### src/rtl/tpu_seq_core.sv
// Sequencing/data-staging core of the 2x2 TPU: run FSM, activation skew, column accumulators.
// Optional build macro ACC_RELU_EN: captured values with MSB set are stored as zero.
module tpu_seq_core #(
   parameter int unsigned ADDR_W    = 13,
   parameter int unsigned DATA_W    = 8,
   parameter int unsigned BASE_ADDR = 0,
   parameter int unsigned ACC_LAT   = 2
) (
   input  logic              clk,
   input  logic              reset,
   input  logic              start,
   input  logic [DATA_W-1:0] a11,
   input  logic [DATA_W-1:0] a12,
   input  logic [DATA_W-1:0] a21,
   input  logic [DATA_W-1:0] a22,
   input  logic [DATA_W-1:0] acc_in1,
   input  logic [DATA_W-1:0] acc_in2,
   output logic              load_weight,
   output logic              load_input,
   output logic              valid,
   output logic              store,
   output logic [ADDR_W-1:0] base_address,
   output logic [DATA_W-1:0] a_in1,
   output logic [DATA_W-1:0] a_in2,
   output logic [DATA_W-1:0] acc1_mem_0,
   output logic [DATA_W-1:0] acc1_mem_1,
   output logic [DATA_W-1:0] acc2_mem_0,
   output logic [DATA_W-1:0] acc2_mem_1,
   output logic              acc1_full,
   output logic              acc2_full,
   output logic              done
);

   typedef enum logic [2:0] {
      S_IDLE, S_LOAD_W, S_LOAD_IN, S_COMPUTE, S_STORE, S_DONE
   } state_t;

   localparam int unsigned   KW     = $clog2(ACC_LAT + 3);
   localparam logic [KW-1:0] K_ACC1 = KW'(ACC_LAT);
   localparam logic [KW-1:0] K_ACC2 = KW'(ACC_LAT + 1);
   localparam logic [KW-1:0] K_LAST = KW'(ACC_LAT + 2);

   state_t            state_q, state_d;
   logic [KW-1:0]     k_q, k_d;
   logic [DATA_W-1:0] acc1_m0_q, acc1_m0_d, acc1_m1_q, acc1_m1_d;
   logic [DATA_W-1:0] acc2_m0_q, acc2_m0_d, acc2_m1_q, acc2_m1_d;
   logic              acc1_full_q, acc1_full_d, acc2_full_q, acc2_full_d;

   function automatic logic [DATA_W-1:0] capture(input logic [DATA_W-1:0] d);
`ifdef ACC_RELU_EN
      return d[DATA_W-1] ? '0 : d;
`else
      return d;
`endif
   endfunction

   always_ff @(posedge clk) begin
      if (reset) begin
         state_q     <= S_IDLE;
         k_q         <= '0;
         acc1_m0_q   <= '0;
         acc1_m1_q   <= '0;
         acc2_m0_q   <= '0;
         acc2_m1_q   <= '0;
         acc1_full_q <= 1'b0;
         acc2_full_q <= 1'b0;
      end else begin
         state_q     <= state_d;
         k_q         <= k_d;
         acc1_m0_q   <= acc1_m0_d;
         acc1_m1_q   <= acc1_m1_d;
         acc2_m0_q   <= acc2_m0_d;
         acc2_m1_q   <= acc2_m1_d;
         acc1_full_q <= acc1_full_d;
         acc2_full_q <= acc2_full_d;
      end
   end

   always_comb begin
      state_d = state_q;
      unique case (state_q)
         S_IDLE:    if (start) state_d = S_LOAD_W;
         S_LOAD_W:  state_d = S_LOAD_IN;
         S_LOAD_IN: state_d = S_COMPUTE;
         S_COMPUTE: if (k_q == K_LAST) state_d = S_STORE;
         S_STORE:   state_d = S_DONE;
         S_DONE:    state_d = S_IDLE;
         default:   state_d = S_IDLE;
      endcase
      k_d = (state_q == S_COMPUTE && k_q != K_LAST) ? k_q + KW'(1) : '0;
   end

   // Clearing happens on the edge that enters LOAD_W, so LOAD_W already shows empty accumulators.
   always_comb begin
      acc1_m0_d   = acc1_m0_q;
      acc1_m1_d   = acc1_m1_q;
      acc2_m0_d   = acc2_m0_q;
      acc2_m1_d   = acc2_m1_q;
      acc1_full_d = acc1_full_q;
      acc2_full_d = acc2_full_q;
      if (state_q == S_IDLE && start) begin
         acc1_m0_d   = '0;
         acc1_m1_d   = '0;
         acc2_m0_d   = '0;
         acc2_m1_d   = '0;
         acc1_full_d = 1'b0;
         acc2_full_d = 1'b0;
      end else if (state_q == S_COMPUTE) begin
         if (k_q == K_ACC1) acc1_m0_d = capture(acc_in1);
         if (k_q == K_ACC2) begin
            acc1_m1_d   = capture(acc_in1);
            acc1_full_d = 1'b1;
            acc2_m0_d   = capture(acc_in2);
         end
         if (k_q == K_LAST) begin
            acc2_m1_d   = capture(acc_in2);
            acc2_full_d = 1'b1;
         end
      end
   end

   always_comb begin
      load_weight  = (state_q == S_LOAD_W);
      load_input   = (state_q == S_LOAD_IN);
      valid        = (state_q == S_COMPUTE);
      store        = (state_q == S_STORE);
      done         = (state_q == S_DONE);
      base_address = (state_q == S_IDLE) ? '0 : ADDR_W'(BASE_ADDR);
      a_in1        = '0;
      a_in2        = '0;
      if (state_q == S_COMPUTE) begin
         if (k_q == KW'(0)) begin
            a_in1 = a11;
         end else if (k_q == KW'(1)) begin
            a_in1 = a21;
            a_in2 = a12;
         end else if (k_q == KW'(2)) begin
            a_in2 = a22;
         end
      end
   end

   assign acc1_mem_0 = acc1_m0_q;
   assign acc1_mem_1 = acc1_m1_q;
   assign acc2_mem_0 = acc2_m0_q;
   assign acc2_mem_1 = acc2_m1_q;
   assign acc1_full  = acc1_full_q;
   assign acc2_full  = acc2_full_q;

endmodule

### config.mk
export PLATFORM = sky130hd
export DESIGN_NAME = tpu_seq_core
export DESIGN_NICKNAME = d
export VERILOG_FILES = /design/src/rtl/tpu_seq_core.sv
export SDC_FILE = /design/constraint.sdc
export NUM_CORES = 1
export LEC_CHECK = 0
export BUFFER_PORTS_ARGS = -buffer_cell sky130_fd_sc_hd__buf_2
export CAP_MARGIN = 10
export CORE_MARGIN = 3
export CORE_UTILIZATION = 45
export CTS_BUF_LIST = sky130_fd_sc_hd__clkbuf_4
export CTS_CLUSTER_DIAMETER = 40
export DETAILED_ROUTE_END_ITERATION = 7
export PLACE_DENSITY = 0.95
export SKIP_LAST_GASP = 1
export SLEW_MARGIN = 0
export SYNTH_ARGS = -nofsm -noshare
export SYNTH_HDL_FRONTEND = slang
export SYNTH_SLANG_ARGS = --single-unit
### constraint.sdc
create_clock -name clk -period 1.6 [get_ports clk]
set_input_delay 0.24 -clock clk [delete_from_list [all_inputs] [get_ports clk]]
set_output_delay 0.24 -clock clk [all_outputs]
set_load 0.1 [all_outputs]
==> impl_metrics.json, run 1 <==
{
  "start_util_pct": 48.2,
  "critPathTopFamily": "simple AND/OR/NAND/NOR gates",
  "crit_path_top_delay_cell": "dfxtp_2",
  "top_layer_used": "met4",
  "crit_type": "reg2out",
  "clk_pin_slew_ns": 0.13,
  "grt_pass1_wl_um": 11400,
  "netlist_area_um2": 2000,
  "timing.max_cap.violations": 0,
  "nets": 436,
  "avgSynthCellArea_um2": 7.87,
  "worstPathCellList": "nor4bb_4 -> nand2b_4 -> buf_12 -> a21oi_4 -> buf_12",
  "hold_viol": 0,
  "dpl.hpwl_um": 4830,
  "regArea_um2": 812,
  "yosysWarnings": 0,
  "clockBufferDepth": 2,
  "startpoint_type": "flip-flop",
  "power.density_nw_per_um2": 633,
  "fillerInstances": 188,
  "reg2regPathDepth": 11,
  "drv_slew": 0,
  "wl_met2_um": 4300,
  "syn_to_final_growth_pct": 79.5,
  "gp_congestion": 0.821,
  "clkSinkCount": 40,
  "fmaxAchievable_mhz": 517,
  "syn_inst": 254,
  "vdd.ir_drop.worst_v": 0.000639,
  "hold_depth": 3,
  "chipHeight_um": 72.6,
  "layout_min_cycle_time_ns": 1.94,
  "violations": "negative setup slack",
  "setup_violations": 50,
  "fin_skew_ns": 0.0121,
  "status": "finished, violations left",
  "crit_cells": 5,
  "cp-end-kind": "output port",
  "placed_area_um2": 3110,
  "grt_setup_unrepaired": "true",
  "r2r_end": "acc2_full$_SDFFE_PP0P_",
  "die_width_um": 72.6,
  "cts_root_buf": "clkbuf_4",
  "ys_ff_latch": 40,
  "design_area_um2": 3590,
  "grt_max_degree": 35,
  "hold_path.startpoint": "acc_in1[2]",
  "holdWs_ns": 0.130,
  "core-area_um2": 4140,
  "firstDrtPassIters": 5,
  "cts_tree": "yes",
  "whs_endpoint": "acc1_mem_1[2]$_SDFFE_PP0P_",
  "fin_crit_sh_pct": 121,
  "met1Wirelength_um": 2950,
  "insertion_delay_ns": 0.35,
  "layout_setup_ws_ns": -0.336,
  "cp_max_fo": 8,
  "antenna_found_initial": 0,
  "vias_per_cell": 5.77,
  "drt_iter0_drc": 325,
  "slowest_delay_ns": 0.37,
  "yosysSeqAreaShare_pct": 40.1,
  "cp_num_buf_inv": 2,
  "cts_buffers": 5,
  "critical_path_required_ns": 1.36,
  "rows": 23,
  "grt_pass1_vias": 2355,
  "r2r_slack_ns": -0.16,
  "antenna_cells": 0,
  "vias": 2486,
  "ant_nets": 0,
  "p_total_mw": 2.27,
  "grt_usage_pct": 27.9,
  "timing.rr.start": "state_q[1]$_SDFFE_PP0P_",
  "die_area_um2": 5280,
  "crit_path_frequent_cell": "buf_12",
  "yosysUniqueCellTypes": 30,
  "hp-class": "in2reg",
  "grt-ovfl-total": 0,
  "wl_um": 8380,
  "drc": 0,
  "multi_input_area_um2": 1390,
  "wl_met3_um": 801,
  "arrival_ns": 1.70,
  "drive_above_1_share_pct": 52.0,
  "io_pins": 119,
  "portBuffers": 105,
  "leakagePower_nw": 1.49,
  "post_drt_wl_per_cell_um": 19.5,
  "htree_levels": 2
}
cell usage after synthesis, drive strengths merged:
library cell | instances | area [um2]
nor3 | 1 | 5.00
a31o | 1 | 8.76
conb | 1 | 3.75
a21oi | 45 | 225
nor3b | 3 | 22.5
nand4b | 1 | 15.0
nor4bb | 1 | 10.0
buf | 28 | 206
o21ai | 16 | 80.1
clkbuf | 4 | 15.0
and3 | 1 | 6.26
and2 | 1 | 6.26
nor2b | 1 | 6.26
and4b | 1 | 10.0
nand3 | 16 | 80.1
ha | 5 | 62.6
a22oi | 7 | 52.6
nand4bb | 1 | 11.3
nor2 | 14 | 52.6
o31ai | 1 | 7.51
or3 | 1 | 11.3
nand2b | 1 | 6.26
dfxtp | 40 | 801
nand3b | 11 | 95.1
nor4 | 1 | 6.26
nand2 | 44 | 165
inv | 7 | 26.3
per-layer routing:
metal / vias to the layer above / GRT usage, %
met1: 1182 / 29.1
met2: 170 / 51.9
met5: - / 0
met3: 37 / 7.16
li1: 1097 / -
met4: 0 / 12.5
layout make-up:
cell class,instances,area share [%]
multi-input cells,189,38.7
repair buffers,137,33.7
flip-flops and latches,40,22.6
well taps,50,1.74
clock buffers,6,1.26
inverters,7,1.05
clock inverters,2,0.977
where the power goes:
part           leakage, nW  internal [mW]  total (mW)  switching [mW]
Combinational         1.11          0.205       0.587           0.382
Sequential           0.325          0.998        1.00         0.00463
Clock               0.0456          0.345       0.682           0.338
Total                 1.49           1.55        2.27           0.724
state kept, by name (all words and copies together), names as in the netlist:
signal      cells
k_q             3
state_q         3
acc2_mem_1      8
acc1_full       1
acc2_full       1
acc1_mem_1      8
acc2_mem_0      8
acc1_mem_0      8
stage by stage:
stage	setup slack [ns]	std cells	setup TNS, ns	util (%)
finish	-0.336	431	-7.26	86.6
global route	-0.408	431	-10.22	86.6
CTS	-0.287	420	-4.28	81.9
detailed placement	-0.0561	405	-0.294	74.9
global placement	0.0481	405	0	74.9
floorplan	-0.185	266	-2.16	-
worst register-to-register path, cell delays in order (launching register included):
cell	delay (ns)
dfxtp_2	0.35
buf_6	0.12
buf_12	0.12
buf_12	0.12
buf_8	0.13
nand3b_4	0.09
clkinvlp_4	0.13
buf_4	0.16
buf_4	0.15
buf_4	0.15
a21oi_1	0.12
nor2_1	0.05
cell families (layout without fill, tap and decap cells):
group / count (synthesis) / in the layout / share of synthesized area (%)
AO/OA/AOI/OAI: 70 / 70 / 18.7
buffers and inverters: 39 / 152 / 12.4
other: 1 / 13 / 0.188
flip-flops: 40 / 40 / 40.1
AND/OR/NAND/NOR: 99 / 101 / 25.5
adder cells (fa/ha/maj): 5 / 5 / 3.13
worst max-delay path by stage:
stage                            startpoint  slack, ns       end
floorplan           state_q[1]$_SDFFE_PP0P_      -0.18  a_in2[0]
global placement          k_q[0]$_SDFF_PP0_       0.05  a_in2[4]
detailed placement        k_q[0]$_SDFF_PP0_      -0.06  a_in2[4]
CTS                       k_q[2]$_SDFF_PP0_      -0.29  a_in2[4]
global route        state_q[1]$_SDFFE_PP0P_      -0.41  a_in2[4]
finish              state_q[1]$_SDFFE_PP0P_      -0.34  a_in2[4]
cells in the final DEF (no fill, tap or decap), types with 4 or more instances in the layout:
master,n
a21oi_1,35
a21oi_4,10
a22oi_2,6
buf_12,27
buf_2,84
buf_4,20
buf_8,4
clkbuf_4,6
conb_1,13
dfxtp_1,35
nand2_1,42
nand3_1,16
nand3b_1,10
nor2_1,7
nor2_4,7
o21ai_0,15
timing repair:
action | 4_1_cts | 5_1_grt
setup endpoints to repair | 35 | 39
setup buffers | 7 | 8
hold buffers | 0 | 0
pin swaps | 23 | 8
gates resized for setup | 32 | 19
cloned | 0 | 3
Power figures use the tool's default switching activity.
==> run 2: changes to the inputs <==
- CELL_PAD_IN_SITES_DETAIL_PLACEMENT: not set -> 1
- CELL_PAD_IN_SITES_GLOBAL_PLACEMENT: not set -> 2
- CORE_UTILIZATION: 45 -> 23
- PLACE_DENSITY: 0.95 -> 0.94
==> run 2 against run 1 <==
The flow still finishes with violations (negative setup slack). Routed wire length down 20%. Setup slack improved by 0.025 ns. Largest cell class unchanged. Sequential share of layout area rose by 1.1 points. Clock skew up 0.0066 ns.
==> impl_metrics.json, run 2 (synthesis gave the netlist of run 1 again) <==
{
  "status": "finished, violations left",
  "violations": "negative setup slack",
  "cts_buffers": 5,
  "timing.rr.start": "k_q[0]$_SDFF_PP0_",
  "grt_usage_pct": 13.4,
  "start_util_pct": 24.0,
  "hold_path.startpoint": "reset",
  "layout_setup_ws_ns": -0.311,
  "rows": 33,
  "critical_path_required_ns": 1.36,
  "final_common_cell": "buf_2",
  "grt_max_degree": 35,
  "die_area_um2": 9840,
  "antenna_cells": 0,
  "crit_cells": 6,
  "slowest_delay_ns": 0.35,
  "insertion_delay_ns": 0.34,
  "nets": 422,
  "fin_setup_tns_ns": -4.35,
  "grt_pass1_wl_um": 10900,
  "fin_util_pct": 41.1,
  "ant_nets": 0,
  "htree_levels": 2,
  "core-area_um2": 8340,
  "firstDrtPassIters": 4,
  "dpl.hpwl_um": 5280,
  "chipHeight_um": 99.2,
  "clk_pin_slew_ns": 0.11,
  "gp_congestion": 0.739,
  "clockBufferDepth": 2,
  "wl_met3_um": 414,
  "setup_violations": 17,
  "wl_met2_um": 3240,
  "startpoint": "k_q[2]$_SDFF_PP0_",
  "design_area_um2": 3430,
  "grt_setup_unrepaired": "true",
  "drive_above_1_share_pct": 49.0,
  "cp_max_fo": 8,
  "hp-class": "in2reg",
  "startpoint_type": "flip-flop",
  "crit_path_top_delay_cell": "dfxtp_2",
  "vias": 2152,
  "layout_common_cells": "buf_2, nand2_1, a21oi_1",
  "post-place-ws_ns": -0.128,
  "cts_root_buf": "clkbuf_4",
  "hold_viol": 0,
  "drv_slew": 0,
  "grt-ovfl-total": 0,
  "holdWs_ns": 0.127,
  "fin_crit_sh_pct": 119,
  "die_width_um": 99.2,
  "p_total_mw": 2.17,
  "crit_type": "reg2out",
  "power.density_nw_per_um2": 634,
  "wl_um": 6730,
  "placed_area_um2": 3170,
  "worstPathCellList": "nor4bb_4 -> buf_4 -> nand2b_4 -> buf_12 -> a21oi_4 -> buf_12",
  "hold_buffers": 0,
  "arrival_ns": 1.67,
  "syn_to_final_growth_pct": 71.8,
  "fin_cells": 472,
  "portBuffers": 105,
  "vdd.ir_drop.worst_v": 0.000396,
  "dp.cells": 459,
  "cts_tree": "yes",
  "timing.max_cap.violations": 0,
  "fillerInstances": 985,
  "cp_num_buf_inv": 3,
  "antenna_found_initial": 0,
  "crit_path_frequent_cell": "buf_12",
  "layout_min_cycle_time_ns": 1.91,
  "reg2regPathDepth": 7,
  "grt_pass1_vias": 2241,
  "met1Wirelength_um": 2990,
  "drc": 0,
  "top_layer_used": "met4",
  "fin_skew_ns": 0.0188,
  "critPathTopFamily": "buffers and inverters",
  "fmaxAchievable_mhz": 523,
  "clkSinkCount": 40,
  "io_pins": 119,
  "post_drt_wl_per_cell_um": 14.2,
  "vias_per_cell": 4.56,
  "leakagePower_nw": 1.38,
  "drt_iter0_drc": 64,
  "cp-end-kind": "output port",
  "hold_depth": 2
}
[run 2: final timing paths]
kind	end	slack (ns)
max reg2reg	acc1_mem_1[4]$_SDFFE_PP0P_	0.05
min	state_q[2]$_SDFFE_PP0P_	0.13
min reg2reg	acc2_mem_0[1]$_SDFFE_PP0P_	0.46
max	a_in2[2]	-0.31
[run 2: metal layers]
| layer | track usage, % | vias to the layer above |
|---|---|---|
| met2 | 22.2 | 71 |
| met5 | 0 | - |
| li1 | - | 1065 |
| met1 | 17.6 | 1008 |
| met3 | 3.72 | 8 |
| met4 | 2.52 | 0 |
[run 2: power breakdown]
| part | switching, mW | internal [mW] | total (mW) | leakage, nW |
|---|---|---|---|---|
| registers | 0.00405 | 0.999 | 1.00 | 0.326 |
| clock network | 0.332 | 0.345 | 0.677 | 0.0456 |
| logic | 0.342 | 0.153 | 0.495 | 1.00 |
| total | 0.678 | 1.50 | 2.17 | 1.38 |
[run 2: repair_timing]
action | CTS | global route
setup buffers | 2 | 3
resized for setup | 24 | 8
endpoints found under the setup margin | 36 | 43
hold endpoints to repair | 0 | 0
pin swaps | 10 | 10
[run 2: cell type report]
class                      instances  area, um2  share of cell area, %
timing repair buffer             125       1060                   31.0
clock buffer                       6       45.0                   1.31
sequential                        40        813                   23.7
clock inverter                     2       35.0                   1.02
tap                              105        131                   3.83
multi-input combinational        187       1310                   38.1
inverter                           7       36.3                   1.06
==> run 3: changes to the inputs <==
- CTS_CLUSTER_SIZE: not set -> 40
- REMOVE_ABC_BUFFERS: not set -> 1
==> run 3 against run 2 <==
The run still ends with negative setup slack left. Final area is 7.5% higher. Sequential cell count is the same. Core utilization up 3.1 points.
==> impl_metrics.json, run 3 (synthesis gave the netlist of run 1 again) <==
{
  "setup_violations": 41,
  "fmaxAchievable_mhz": 497,
  "rows": 33,
  "layout_setup_ws_ns": -0.412,
  "arrival_ns": 1.77,
  "dp.cells": 466,
  "grt_pass1_wl_um": 11700,
  "clockBufferDepth": 2,
  "start_util_pct": 24.0,
  "whs_endpoint": "state_q[1]$_SDFFE_PP0P_",
  "r2r_slack_ns": -0.18,
  "power.density_nw_per_um2": 558,
  "slew_headroom_pct": 66.1,
  "r2r_end": "acc2_mem_0[7]$_SDFFE_PP0P_",
  "cts_buffers": 5,
  "htree_levels": 2,
  "startpoint": "k_q[0]$_SDFF_PP0_",
  "worstMarginPinSlew_ns": 0.513,
  "vias_per_cell": 4.59,
  "drc": 0,
  "antenna_cells": 0,
  "clkSinkCount": 40,
  "chipHeight_um": 99.2,
  "layout_common_cells": "buf_2, nand2_1, dfxtp_1",
  "drv_slew": 0,
  "core-area_um2": 8340,
  "die_width_um": 99.2,
  "leakagePower_nw": 1.48,
  "seq_power_share_pct": 48.8,
  "post_drt_wl_per_cell_um": 16.0,
  "startpoint_type": "flip-flop",
  "holdWs_ns": 0.0955,
  "fin_crit_sh_pct": 126,
  "drt_iter0_drc": 66,
  "firstDrtPassIters": 4,
  "drive_above_1_share_pct": 57.5,
  "p_switching_mw": 0.716,
  "wl_um": 7900,
  "dpl.hpwl_um": 5390,
  "internal_power_mw": 1.34,
  "cp_max_fo": 7,
  "comb_power_share_pct": 25.7,
  "post-place-ws_ns": -0.200,
  "ant_nets": 0,
  "final_common_cell": "buf_2",
  "insertion_delay_ns": 0.36,
  "cts_tree": "yes",
  "hold_path.startpoint": "reset",
  "p_clk_share_pct": 25.6,
  "hold_depth": 2,
  "grt_pass1_vias": 2304,
  "timing.rr.start": "k_q[0]$_SDFF_PP0_",
  "vias": 2261,
  "hp-class": "in2reg",
  "antenna_found_initial": 0,
  "critical_path_required_ns": 1.36,
  "syn_to_final_growth_pct": 84.7,
  "io_pins": 119,
  "fin_skew_ns": 0.0164,
  "grt_usage_pct": 14.7,
  "status": "finished, violations left",
  "fillerInstances": 978,
  "reg2regPathDepth": 9,
  "clk_pin_slew_ns": 0.14,
  "fin_cells": 493,
  "switching_share_pct": 34.8,
  "crit_type": "reg2out",
  "hold_buffers": 0,
  "die_area_um2": 9840,
  "cp-end-kind": "output port",
  "grt_max_degree": 35,
  "grt-ovfl-total": 0,
  "vdd.ir_drop.worst_v": 0.000376,
  "grt_setup_unrepaired": "true",
  "portBuffers": 105,
  "layout_min_cycle_time_ns": 2.01,
  "violations": "negative setup slack",
  "cts_root_buf": "clkbuf_4",
  "timing.max_cap.violations": 0,
  "hold_viol": 0,
  "nets": 443,
  "gp_congestion": 0.757
}
[run 3: cell types whose count changed in the layout (fill, tap and decap cells not counted), sizes merged]
| cell | change |
|---|---|
| clkbuf | +1 |
| bufinv | -1 |
| buf | +19 |
| inv | -2 |
| clkinvlp | +4 |
[run 3: power by group through the flow]
stage                     Sequential, mW  Combinational (mW)  Clock (mW)
after floorplan                     1.04               0.262           0
after global placement              1.02               0.438           0
after detailed placement            1.03               0.441           0
after CTS                           1.00               0.488       0.546
after global routing                1.01               0.554       0.592
final                               1.00               0.529       0.526
[run 3: worst max-delay path: stages (launching register included)]
cell,delay (ns)
dfxtp_4,0.41
inv_4,0.04
ha_4,0.18
buf_6,0.14
nand3b_1,0.19
a21oi_2,0.24
buf_12,0.21
[run 3: final cells by class]
| cell class | count | area (um2) | share of cell area, % |
|---|---|---|---|
| clock inverter | 3 | 18.8 | 0.509 |
| clock buffer | 5 | 37.5 | 1.02 |
| sequential | 40 | 811 | 22.0 |
| timing repair buffer | 146 | 1290 | 35.0 |
| tap | 105 | 131 | 3.56 |
| inverter | 7 | 38.8 | 1.05 |
| multi-input combinational | 187 | 1360 | 36.9 |
[run 3: how the worst max path moves through the flow]
stage | cells after the start | slack (ns) | endpoint
final | 6 | -0.41 | a_in1[0]
after CTS | 4 | -0.36 | a_in2[5]
after detailed placement | 4 | -0.20 | a_in2[5]
after floorplan | 3 | -1.82 | a_in2[0]
after global placement | 4 | -0.08 | a_in2[1]
after global routing | 6 | -0.48 | a_in1[0]
[run 3: per-stage QoR]
step	power (mW)	cell area, um2	setup TNS (ns)	util (%)
floorplan	1.30	1820	-31.51	-
global placement	1.46	3020	-0.757	36.2
detailed placement	1.47	3020	-2.11	36.2
CTS	2.04	3340	-5.68	40.1
global route	2.15	3690	-11.41	44.2
finish	2.06	3690	-8.38	44.2
[run 3: metal layers]
metal  routed length [um]  vias up  GRT usage [%]
met5                    0        -              0
met4                   54        0           2.63
met3                  330        6           2.88
met2                 4390       59           27.4
met1                 3120     1090           17.5
li1                     -     1106              -
[run 3: repair_timing]
| action | in CTS | in global routing |
|---|---|---|
| gates resized for setup | 54 | 62 |
| setup endpoints to repair | 29 | 54 |
| pin swaps | 15 | 25 |
| endpoints found under the hold margin | 0 | 0 |
| buffers inserted | 7 | 12 |
| cloned | 0 | 2 |
